File: config.mk
export PLATFORM = sky130hd
export DESIGN_NAME = dtw_segment_ctrl
export DESIGN_NICKNAME = d
export VERILOG_FILES = /design/src/rtl/dtw_seg_pkg.sv /design/src/rtl/dtw_seg_fifo.sv /design/src/rtl/dtw_segment_ctrl.sv
export SDC_FILE = /design/constraint.sdc
export NUM_CORES = 1
export LEC_CHECK = 0
export ABC_CLOCK_PERIOD_IN_PS = 6350
export BUFFER_PORTS_ARGS = -buffer_cell sky130_fd_sc_hd__buf_2
export CORE_MARGIN = 2
export CORE_UTILIZATION = 62
export CTS_CLUSTER_SIZE = 28
export DETAILED_ROUTE_END_ITERATION = 7
export GPL_TIMING_DRIVEN = 0
export PLACE_DENSITY_LB_ADDON = 0.25
export SYNTH_ARGS = -nofsm -noshare
export SYNTH_HDL_FRONTEND = slang
export SYNTH_SLANG_ARGS = --single-unit
File: constraint.sdc
create_clock -name clk -period 6.35 [get_ports clk]
set_clock_uncertainty 0.15 [all_clocks]
set_input_delay 1.905 -clock clk [delete_from_list [all_inputs] [get_ports clk]]
set_output_delay 1.905 -clock clk [all_outputs]
set_load 0.01 [all_outputs]
File: src/rtl/dtw_seg_pkg.sv
// Shared types and helpers for the DTW segment sequencer.
package dtw_seg_pkg;

  typedef enum logic [1:0] {
    IDLE    = 2'd0,
    LAUNCH  = 2'd1,
    RUN     = 2'd2,
    DISCARD = 2'd3
  } seg_state_e;

  localparam int OUT_W_DEF = 32;

  // Ceiling log2; clog2(1) = 0.
  function automatic int clog2(input int value);
    int r;
    r = 0;
    for (int i = 0; i < 31; i++) begin
      if ((1 << i) < value) r = i + 1;
    end
    return r;
  endfunction

endpackage

File: src/rtl/dtw_seg_fifo.sv
// Single-clock show-ahead FIFO: the head entry is always visible on q_o.
module dtw_seg_fifo
  import dtw_seg_pkg::*;
#(
  parameter int  DATA_W = 16,
  parameter int  DEPTH  = 64,
  localparam int AW     = clog2(DEPTH),
  localparam int CW     = AW + 1
) (
  input  logic              clk,
  input  logic              rst_geral,
  input  logic              wr_i,
  input  logic [DATA_W-1:0] data_i,
  input  logic              rd_i,
  output logic [DATA_W-1:0] q_o,
  output logic [CW-1:0]     usedw_o,
  output logic              empty_o,
  output logic              full_o
);

  logic [DATA_W-1:0] mem_q [DEPTH];
  logic [AW-1:0]     wr_ptr_q;
  logic [AW-1:0]     rd_ptr_q;
  logic [CW-1:0]     cnt_q;
  logic              wr_en;
  logic              rd_en;

  // Full is judged on the pre-edge count, so a write while full is dropped
  // even if a pop happens in the same cycle.
  assign wr_en   = wr_i && !full_o;
  assign rd_en   = rd_i && !empty_o;
  assign empty_o = (cnt_q == '0);
  assign full_o  = (cnt_q == CW'(DEPTH));
  assign usedw_o = cnt_q;
  // Storage is not reset; the head is forced to zero while nothing is buffered.
  assign q_o     = empty_o ? '0 : mem_q[rd_ptr_q];

  // Sample storage.
  always_ff @(posedge clk) begin
    if (wr_en) mem_q[wr_ptr_q] <= data_i;
  end

  // Pointers and occupancy; pointers wrap naturally since DEPTH is a power of two.
  always_ff @(posedge clk or posedge rst_geral) begin
    if (rst_geral) begin
      wr_ptr_q <= '0;
      rd_ptr_q <= '0;
      cnt_q    <= '0;
    end else begin
      if (wr_en) wr_ptr_q <= wr_ptr_q + AW'(1);
      if (rd_en) rd_ptr_q <= rd_ptr_q + AW'(1);
      case ({wr_en, rd_en})
        2'b10:   cnt_q <= cnt_q + CW'(1);
        2'b01:   cnt_q <= cnt_q - CW'(1);
        default: cnt_q <= cnt_q;
      endcase
    end
  end

endmodule

File: src/rtl/dtw_segment_ctrl.sv
// Segment sequencer between the sample stream, zero-cross detector and DTW
// processor: buffers samples, cuts segments on zero-cross rising edges,
// pulses the processor reset and lets exactly one segment be read.
//
// state   | meaning
// IDLE    | buffering samples, waiting for an accepted boundary
// LAUNCH  | proc_rst held high for RST_CYC cycles
// RUN     | processor reads the segment through the gated port
// DISCARD | flushing the unread remainder of the segment, one per cycle
module dtw_segment_ctrl
  import dtw_seg_pkg::*;
#(
  parameter int  DATA_W  = 16,
  parameter int  DEPTH   = 64,
  parameter int  MIN_LEN = 4,
  parameter int  RST_CYC = 2,
  parameter int  OUT_W   = OUT_W_DEF,
  localparam int UW      = clog2(DEPTH) + 1,
  localparam int RCW     = clog2(RST_CYC) + 1
) (
  input  logic                     clk,
  input  logic                     rst_geral,
  input  logic signed [DATA_W-1:0] sample_in,
  input  logic                     sample_valid,
  input  logic                     zc_flag,
  input  logic                     proc_rd,
  input  logic                     proc_done,
  output logic signed [DATA_W-1:0] proc_q,
  output logic signed [OUT_W-1:0]  seg_len,
  output logic                     proc_rst,
  output logic                     busy,
  output logic [UW-1:0]            usedw,
  output logic                     empty,
  output logic                     full,
  output logic                     overrun,
  output logic                     underrun,
  output logic [OUT_W-1:0]         seg_cnt,
  output logic [OUT_W-1:0]         miss_cnt
);

  seg_state_e        state_q;
  logic              zc_d_q;
  logic [OUT_W-1:0]  seg_len_q;
  logic [RCW-1:0]    rc_cnt_q;
  logic [OUT_W-1:0]  rd_cnt_q;
  logic [OUT_W-1:0]  rd_cnt_d;
  logic [OUT_W-1:0]  seg_cnt_q;
  logic [OUT_W-1:0]  miss_cnt_q;
  logic [OUT_W-1:0]  seg_len_d;
  logic [OUT_W-1:0]  seg_end;
  logic              overrun_q;
  logic              underrun_q;
  logic              proc_rst_q;
  logic              busy_q;

  logic [DATA_W-1:0] fifo_q;
  logic [UW-1:0]     fifo_usedw;
  logic              fifo_empty;
  logic              fifo_full;
  logic              zc_rise;
  logic              rd_room;
  logic              rd_gate;
  logic              min_ok;

  dtw_seg_fifo #(
    .DATA_W (DATA_W),
    .DEPTH  (DEPTH)
  ) u_fifo (
    .clk       (clk),
    .rst_geral (rst_geral),
    .wr_i      (sample_valid),
    .data_i    (sample_in),
    .rd_i      (rd_gate),
    .q_o       (fifo_q),
    .usedw_o   (fifo_usedw),
    .empty_o   (fifo_empty),
    .full_o    (fifo_full)
  );

  assign zc_rise   = zc_flag && !zc_d_q;
  assign seg_end   = seg_len_q + OUT_W'(1);
  assign rd_room   = (rd_cnt_q < seg_end);
  assign rd_gate   = ((state_q == RUN) && proc_rd && rd_room && !fifo_empty) ||
                     ((state_q == DISCARD) && rd_room && !fifo_empty);
  assign rd_cnt_d  = rd_gate ? (rd_cnt_q + OUT_W'(1)) : rd_cnt_q;
  assign min_ok    = (fifo_usedw >= UW'(MIN_LEN));
  // Only evaluated when min_ok holds, so usedw >= 1 and the subtraction cannot wrap.
  assign seg_len_d = OUT_W'(fifo_usedw) - OUT_W'(1);

  // Sequencer state, segment bookkeeping, counters and sticky flags.
  always_ff @(posedge clk or posedge rst_geral) begin
    if (rst_geral) begin
      state_q    <= IDLE;
      zc_d_q     <= 1'b0;
      seg_len_q  <= '0;
      rc_cnt_q   <= '0;
      rd_cnt_q   <= '0;
      seg_cnt_q  <= '0;
      miss_cnt_q <= '0;
      overrun_q  <= 1'b0;
      underrun_q <= 1'b0;
      proc_rst_q <= 1'b0;
      busy_q     <= 1'b0;
    end else begin
      zc_d_q <= zc_flag;
      if (sample_valid && fifo_full) overrun_q <= 1'b1;
      if (zc_rise && (state_q != IDLE)) miss_cnt_q <= miss_cnt_q + OUT_W'(1);

      case (state_q)
        IDLE: begin
          // Short boundaries are ignored; the segment keeps growing.
          if (zc_rise && min_ok) begin
            state_q    <= LAUNCH;
            seg_len_q  <= seg_len_d;
            seg_cnt_q  <= seg_cnt_q + OUT_W'(1);
            rc_cnt_q   <= '0;
            rd_cnt_q   <= '0;
            proc_rst_q <= 1'b1;
            busy_q     <= 1'b1;
          end
        end
        LAUNCH: begin
          if (rc_cnt_q == RCW'(RST_CYC - 1)) begin
            state_q    <= RUN;
            proc_rst_q <= 1'b0;
          end else begin
            rc_cnt_q <= rc_cnt_q + RCW'(1);
          end
        end
        RUN: begin
          rd_cnt_q <= rd_cnt_d;
          if (proc_rd && !rd_gate) underrun_q <= 1'b1;
          // Completion counts a pop made in the same cycle as proc_done.
          if (proc_done) begin
            if (rd_cnt_d == seg_end) begin
              state_q <= IDLE;
              busy_q  <= 1'b0;
            end else begin
              state_q <= DISCARD;
            end
          end
        end
        DISCARD: begin
          rd_cnt_q <= rd_cnt_d;
          if (rd_cnt_d == seg_end) begin
            state_q <= IDLE;
            busy_q  <= 1'b0;
          end else if (fifo_empty) begin
            state_q    <= IDLE;
            busy_q     <= 1'b0;
            underrun_q <= 1'b1;
          end
        end
        default: begin
          state_q    <= IDLE;
          busy_q     <= 1'b0;
          proc_rst_q <= 1'b0;
        end
      endcase
    end
  end

  assign proc_q   = fifo_q;
  assign seg_len  = seg_len_q;
  assign proc_rst = proc_rst_q;
  assign busy     = busy_q;
  assign usedw    = fifo_usedw;
  assign empty    = fifo_empty;
  assign full     = fifo_full;
  assign overrun  = overrun_q;
  assign underrun = underrun_q;
  assign seg_cnt  = seg_cnt_q;
  assign miss_cnt = miss_cnt_q;

endmodule

==> results of run 1 <==
[worst max-delay path, delay by kind of cell, from the launching register on]
family | cells | cell delay [ns]
buf+inv | 4 | 1.43
simple gates | 1 | 0.18
flops | 1 | 0.36
mux | 3 | 1.54
[worst paths after layout]
check,start,to,slack [ns],cells past startpoint
max,u_fifo.rd_ptr_q[1],proc_q[3],0.11,8
min,underrun,underrun,0.32,1
max reg2reg,seg_len[0],u_fifo.usedw_o[5],0.37,21
min reg2reg,underrun,underrun,0.32,1
max in group asynchronous,rst_geral,u_fifo.wr_ptr_q[4],4.10,3
min in group asynchronous,rst_geral,seg_cnt[25],1.18,2
[metrics by stage]
step | TNS, ns | total power [mW] | hold WS [ns] | std cells
after floorplan | 0 | 13.6 | 0.309 | 2437
after global placement | -107.52 | 16.2 | 0.290 | 3561
after detailed placement | -5.49 | 16.4 | 0.300 | 3591
after CTS | -0.00839 | 22.9 | 0.314 | 3789
after global routing | -0.000630 | 23.7 | 0.344 | 3794
final | 0 | 23.0 | 0.318 | 3795
[kinds of logic (layout without fill, tap and decap cells)]
family / after synthesis / after routing / share of synthesized area
flip-flops: 1156 / 1156 / 0.717
AND/OR/NAND/NOR: 441 / 441 / 0.0456
multiplexers: 364 / 364 / 0.166
buffers and inverters: 167 / 545 / 0.0154
XOR/XNOR: 131 / 131 / 0.0245
AO/OA/AOI/OAI: 123 / 123 / 0.0168
adder cells (fa/ha/maj): 55 / 55 / 0.0147
other: 0 / 2 / 0
[registers in the layout (all words and copies together), names as in the netlist]
register,flops
zc_d_q,1
u_fifo.wr_ptr_q,6
u_fifo.usedw_o,7
proc_rst,1
seg_cnt,32
busy,1
underrun,1
rc_cnt_q,2
u_fifo.rd_ptr_q,6
rd_cnt_q,32
miss_cnt,32
u_fifo.mem_q,1024
overrun,1
state_q,2
seg_len,8
[per-layer routing]
layer / up-vias / track usage
met1: 13400 / 0.447
met5: - / 0
met4: 2 / 0.124
met3: 257 / 0.0688
met2: 1660 / 0.486
li1: 10400 / -
[cell usage in the layout, fill, tap and decap left out, types with 41 or more instances in the layout]
cell,count
xor2_1,42
edfxtp_1,1024
clkbuf_1,77
nand3_1,71
mux4_2,337
nor2_2,57
dfrtp_1,130
buf_4,41
nand2_1,109
ha_1,53
nor2_1,53
buf_2,164
clkbuf_16,112
xnor2_1,88
[power by group through the flow]
stage | clock network [mW] | logic, mW | registers [mW]
2_1_floorplan | 0 | 4.60 | 9.00
3_3_place_gp | 0 | 7.17 | 9.02
3_5_place_dp | 0 | 7.40 | 9.04
4_1_cts | 6.42 | 7.59 | 8.89
5_1_grt | 6.70 | 8.05 | 8.93
6_report | 6.37 | 7.74 | 8.90
[cell type report]
cell class,count,share of cell area
clock buffers,144,0.0545
well taps,978,0.0228
diodes,2,0.0000934
plain buffers,141,0.0142
repair buffers,180,0.0217
inverters,26,0.00198
clock inverters,54,0.00950
multi-input cells,1114,0.240
flip-flops and latches,1156,0.636
[what timing repair did]
| item | 4_1_cts | 5_1_grt |
|---|---|---|
| endpoints found under the hold margin | 0 | 0 |
| gates resized for setup | 110 | 55 |
| buffers inserted | 0 | 3 |
| setup endpoints to repair | 20 | 18 |
==> flow_metrics.py, run 1 <==
metrics = {
    "outcome": {
        "outcome": "finished clean",
    },
    "floorplan": {
        "start_util": 0.626,
        "die_h_um": 281,
        "core-area_um2": 75800,
        "die_area_um2": 78800,
        "die_x_um": 281,
        "rows": 101,
        "io_pins": 147,
    },
    "final_layout": {
        "fin_util": 0.707,
        "layout-drive-gt1-share": 0.297,
        "final_net_count": 2807,
        "final_area_um2": 53600,
        "area_growth_pct": 12.9,
        "num-fill-cells": 4491,
        "multiInputGateArea_um2": 12800,
        "seq_area_um2": 34100,
    },
    "routing": {
        "drc": 0,
        "drt-met1-wl_um": 45400,
        "vias": 25700,
        "wl_met3_um": 12900,
        "viasPerCell": 6.77,
        "first_pass_iters": 6,
        "wl_um": 121000,
        "drt_iter0_drc": 3291,
        "ant_nets": 0,
        "met2WireLength_um": 57700,
        "wl_per_cell_um": 31.8,
        "top_layer_used": "met5",
    },
    "clock_tree": {
        "ctsLongestPathBuffers": 3,
        "cts_buffers": 111,
        "root_buffer": "clkbuf_16",
        "insertion_delay_ns": 0.69,
        "cts.sinks": 1156,
        "clk_pin_slew_worst_paths_ns": 0.06,
        "hold_buffers": 0,
        "h-tree-depth": 3,
        "cts_tree": "built",
    },
    "power_and_ir_drop": {
        "p_per_area_nw_per_um2": 429,
        "ir_drop_v": 0.000436,
        "power.switching_mw": 7.53,
        "pwr-share-comb": 0.337,
        "p_leak_nw": 18.1,
        "sw_frac_of_total": 0.327,
        "internal_power_mw": 15.5,
        "power_frac_seq": 0.387,
        "clockPowerShare": 0.277,
    },
    "sta": {
        "timing.fmax_mhz": 160,
        "worstMarginPinSlew_ns": 1.44,
        "finalSetupViolations": 0,
        "hold_viol": 0,
        "slew_headroom": 0.0391,
        "period_share": 0.983,
        "min_period_ns": 6.24,
        "slew_violations": 0,
        "timing.final.ws_setup_ns": 0.109,
    },
    "worst_setup_path": {
        "critical-path-slowest-cell": "mux4_2",
        "crit_fanout": 10,
        "critical_path.endpoint_type": "output pin",
        "crit_path_frequent_cell": "mux4_2",
        "cp_data_arrival_time_ns": 4.19,
        "slowest_delay_ns": 0.58,
        "critical_path.startpoint_type": "flip-flop",
        "critPathKind": "flip-flop to output pin",
        "path_cells": "clkbuf_1, buf_2, clkbuf_2, mux4_2, mux4_2, mux4_2, nor2b_1, buf_2",
        "worst_ep_required_time_ns": 4.30,
    },
    "placement": {
        "dpl_cell_area_um2": 50000,
        "place_hpwl_um": 75700,
        "gp_congestion": 0.950,
        "port_buffers": 146,
        "place_ws_ns": -0.477,
    },
    "yosys": {
        "synthArstFlopShare": 0.114,
        "synth-seq-cells": 1156,
        "ys.flop_type": "edfxtp_1",
        "ys_warn_count": 0,
        "synth_commonest_cells": "edfxtp_1, mux4_2, dfrtp_1",
        "synth_edf_count": 1024,
        "synthDistinctLibCells": 70,
        "yosysMostFrequentCell": "edfxtp_1",
        "syn_area_um2": 47500,
        "avgSynthCellArea_um2": 19.5,
        "syn_inst": 2437,
        "yosysTopAreaCell": "edfxtp_1",
        "yosysTopAreaCellShare": 0.648,
        "synth_nets": 2514,
        "synthTopCellsByArea": "edfxtp_1, mux4_2, dfrtp_1",
        "seq_area_frac_synth": 0.717,
    },
    "grt": {
        "antenna_found_initial": 9,
        "grt_max_degree": 76,
        "grt_overflow": 0,
        "groute.usage.overall": 0.315,
        "grt_pass1_wl_um": 176000,
        "first_global_vias": 25700,
    },
    "worst_hold_path": {
        "hold_class": "flip-flop to flip-flop",
    },
    "job": {
        "drv_cap": 0,
    },
}
Note: power is estimated with default switching activity, not from simulation.
==> inputs of run 2 (changes only) <==
SYNTH_HIERARCHICAL = 1   (was not set)
==> flow_metrics.py, run 2 <==
metrics = {
    "outcome": {
        "outcome": "finished, violations left",
        "violations": "setup timing",
    },
    "routing": {
        "drt_iter0_drc": 4002,
        "vias": 28300,
        "viasPerCell": 6.81,
        "ant_nets": 0,
        "drc": 0,
        "first_pass_iters": 5,
        "wl_per_cell_um": 31.8,
        "wl_um": 132000,
    },
    "worst_setup_path": {
        "timing.rr.start": "seg_len[3]",
        "ff2ff_path_depth": 17,
        "critical_path.endpoint_type": "output pin",
        "critical_path.startpoint_type": "flip-flop",
        "crit_fanout": 10,
        "cp_data_arrival_time_ns": 4.36,
        "r2r_slack_ns": 0.21,
        "r2r_end": "busy",
        "worst_ep_required_time_ns": 4.30,
        "critPathKind": "flip-flop to output pin",
    },
    "grt": {
        "first_global_vias": 27800,
        "grt_overflow": 0,
        "groute.usage.overall": 0.338,
        "antenna_found_initial": 1,
        "grt_max_degree": 65,
        "grt_pass1_wl_um": 190000,
    },
    "sta": {
        "timing.fmax_mhz": 156,
        "slew_violations": 0,
        "finalSetupViolations": 8,
        "finalHoldWorstSlack_ns": 0.316,
        "period_share": 1.01,
        "timing.final.ws_setup_ns": -0.0664,
        "worstMarginPinSlew_ns": 1.42,
        "rsz0062_at_grt": "no",
        "hold_viol": 0,
        "slew_headroom": 0.0532,
        "final.setup.tns_ns": -0.299,
        "min_period_ns": 6.42,
    },
    "yosys": {
        "synthDistinctLibCells": 83,
        "synth_commonest_cells": "edfxtp_1, mux4_2, dfrtp_1",
        "synthTopCellsByArea": "edfxtp_1, mux4_2, dfrtp_1",
        "synth_nets": 2799,
        "syn_inst": 2726,
        "syn_area_um2": 47800,
        "synth-seq-cells": 1156,
        "avgSynthCellArea_um2": 17.5,
        "seq_area_frac_synth": 0.713,
        "synth_edf_count": 1024,
        "yosysTopAreaCell": "edfxtp_1",
        "yosysTopAreaCellShare": 0.644,
        "ys.flop_type": "edfxtp_1",
        "yosysMostFrequentCell": "edfxtp_1",
        "synthArstFlopShare": 0.114,
        "ys_warn_count": 6,
    },
    "final_layout": {
        "largest_reg_flops": 1024,
        "largest_register": "u_fifo/mem_q",
        "area_growth_pct": 13.9,
        "post_layout_nonfiller_instances": 4159,
        "layout-drive-gt1-share": 0.241,
        "layout_commonest_cell": "edfxtp_1",
        "final_net_count": 3111,
        "final_cell_mix": "edfxtp_1, mux4_2, buf_2",
        "fin_util": 0.715,
        "diodes": 0,
        "final_area_um2": 54400,
    },
    "power_and_ir_drop": {
        "p_per_area_nw_per_um2": 423,
        "p_leak_nw": 18.8,
        "fin_total_pwr_mw": 23.0,
        "ir_drop_v": 0.000356,
    },
    "clock_tree": {
        "cts.sinks": 1156,
        "ctsLongestPathBuffers": 3,
        "cts_buffers": 111,
        "h-tree-depth": 3,
        "insertion_delay_ns": 0.69,
        "root_buffer": "clkbuf_16",
        "cts_tree": "built",
        "clk_pin_slew_worst_paths_ns": 0.06,
    },
    "floorplan": {
        "die_x_um": 282,
        "die_area_um2": 79300,
        "io_pins": 147,
        "start_util": 0.628,
        "die_h_um": 282,
        "rows": 101,
        "core-area_um2": 76100,
    },
    "placement": {
        "place_hpwl_um": 84600,
        "dp_cells": 3956,
        "gp_congestion": 1.01,
        "place_ws_ns": -0.959,
        "dpl_cell_area_um2": 50800,
        "port_buffers": 146,
    },
    "worst_hold_path": {
        "hold_end": "overrun",
        "hp-start": "overrun",
        "whs_path_depth": 1,
        "hold_class": "flip-flop to flip-flop",
    },
    "job": {
        "drv_cap": 0,
    },
}
-- run 2: cell count changes in the layout (fill, tap and decap cells not counted), moves of 34 or more --
cell | previous run | this run
o22ai_1 | 1 | 36
a22o_1 | 0 | 54
a21oi_1 | 36 | 71
a22oi_1 | 0 | 37
a211oi_1 | 1 | 35
mux4_2 | 337 | 192
mux2i_1 | 23 | 129
-- run 2: power breakdown --
group | leakage [nW] | internal [mW] | switching, mW
sequential | 11.0 | 8.67 | 0.286
clock | 1.70 | 3.53 | 2.83
combinational | 6.11 | 2.78 | 4.91
-- run 2: critical path, stage by stage, from the launching register on --
cell and delay (ns):
dfrtp_1 0.39, buf_2 0.25, buf_4 0.28, buf_4 0.28, clkbuf_1 0.58, mux4_2 0.42
a211oi_1 0.84, a21oi_1 0.10, a22o_1 0.36, buf_2 0.18
-- run 2: logic make-up (layout without fill, tap and decap cells) --
group                    after synthesis  after routing  synth area share
AND/OR/NAND/NOR                      445            445            0.0469
adder cells (fa/ha/maj)               51             51            0.0134
buffers and inverters                211            614            0.0223
XOR/XNOR                             153            153            0.0283
flip-flops                          1156           1156             0.713
multiplexers                         325            325             0.119
AO/OA/AOI/OAI                        385            385            0.0575
-- run 2: area by class of cell --
type                            instances  area (µm²)
Tap cell                             1030        1290
Fill cell                            4519       21700
Clock inverter                         67         517
Multi-Input combinational cell       1359       12900
Sequential cell                      1156       34100
Buffer                                173         928
Clock buffer                          137        2970
Timing Repair Buffer                  202        1660
Inverter                               35         134
-- run 2: what timing repair did --
item	4_1_cts	5_1_grt
pin swaps	0	0
gates resized for setup	20	10
setup endpoints to repair	23	13
hold buffers	0	0
buffers inserted	0	0
-- run 2: worst max-delay path by stage --
stage	start	end	slack [ns]
detailed placement	seg_len[7]	u_fifo/usedw_o[4]	-0.96
finish	u_fifo/rd_ptr_q[1]	proc_q[3]	-0.07
floorplan	seg_len[7]	u_fifo/usedw_o[4]	0.68
CTS	u_fifo/rd_ptr_q[1]	proc_q[15]	0.003
global route	u_fifo/rd_ptr_q[0]	proc_q[3]	0.005
global placement	seg_len[7]	u_fifo/usedw_o[4]	-0.77
-- run 2: layer usage --
metal,global-route usage,wire length (µm)
met1,0.462,48400
met2,0.523,61600
met3,0.0873,16100
met4,0.143,5950
met5,0,7
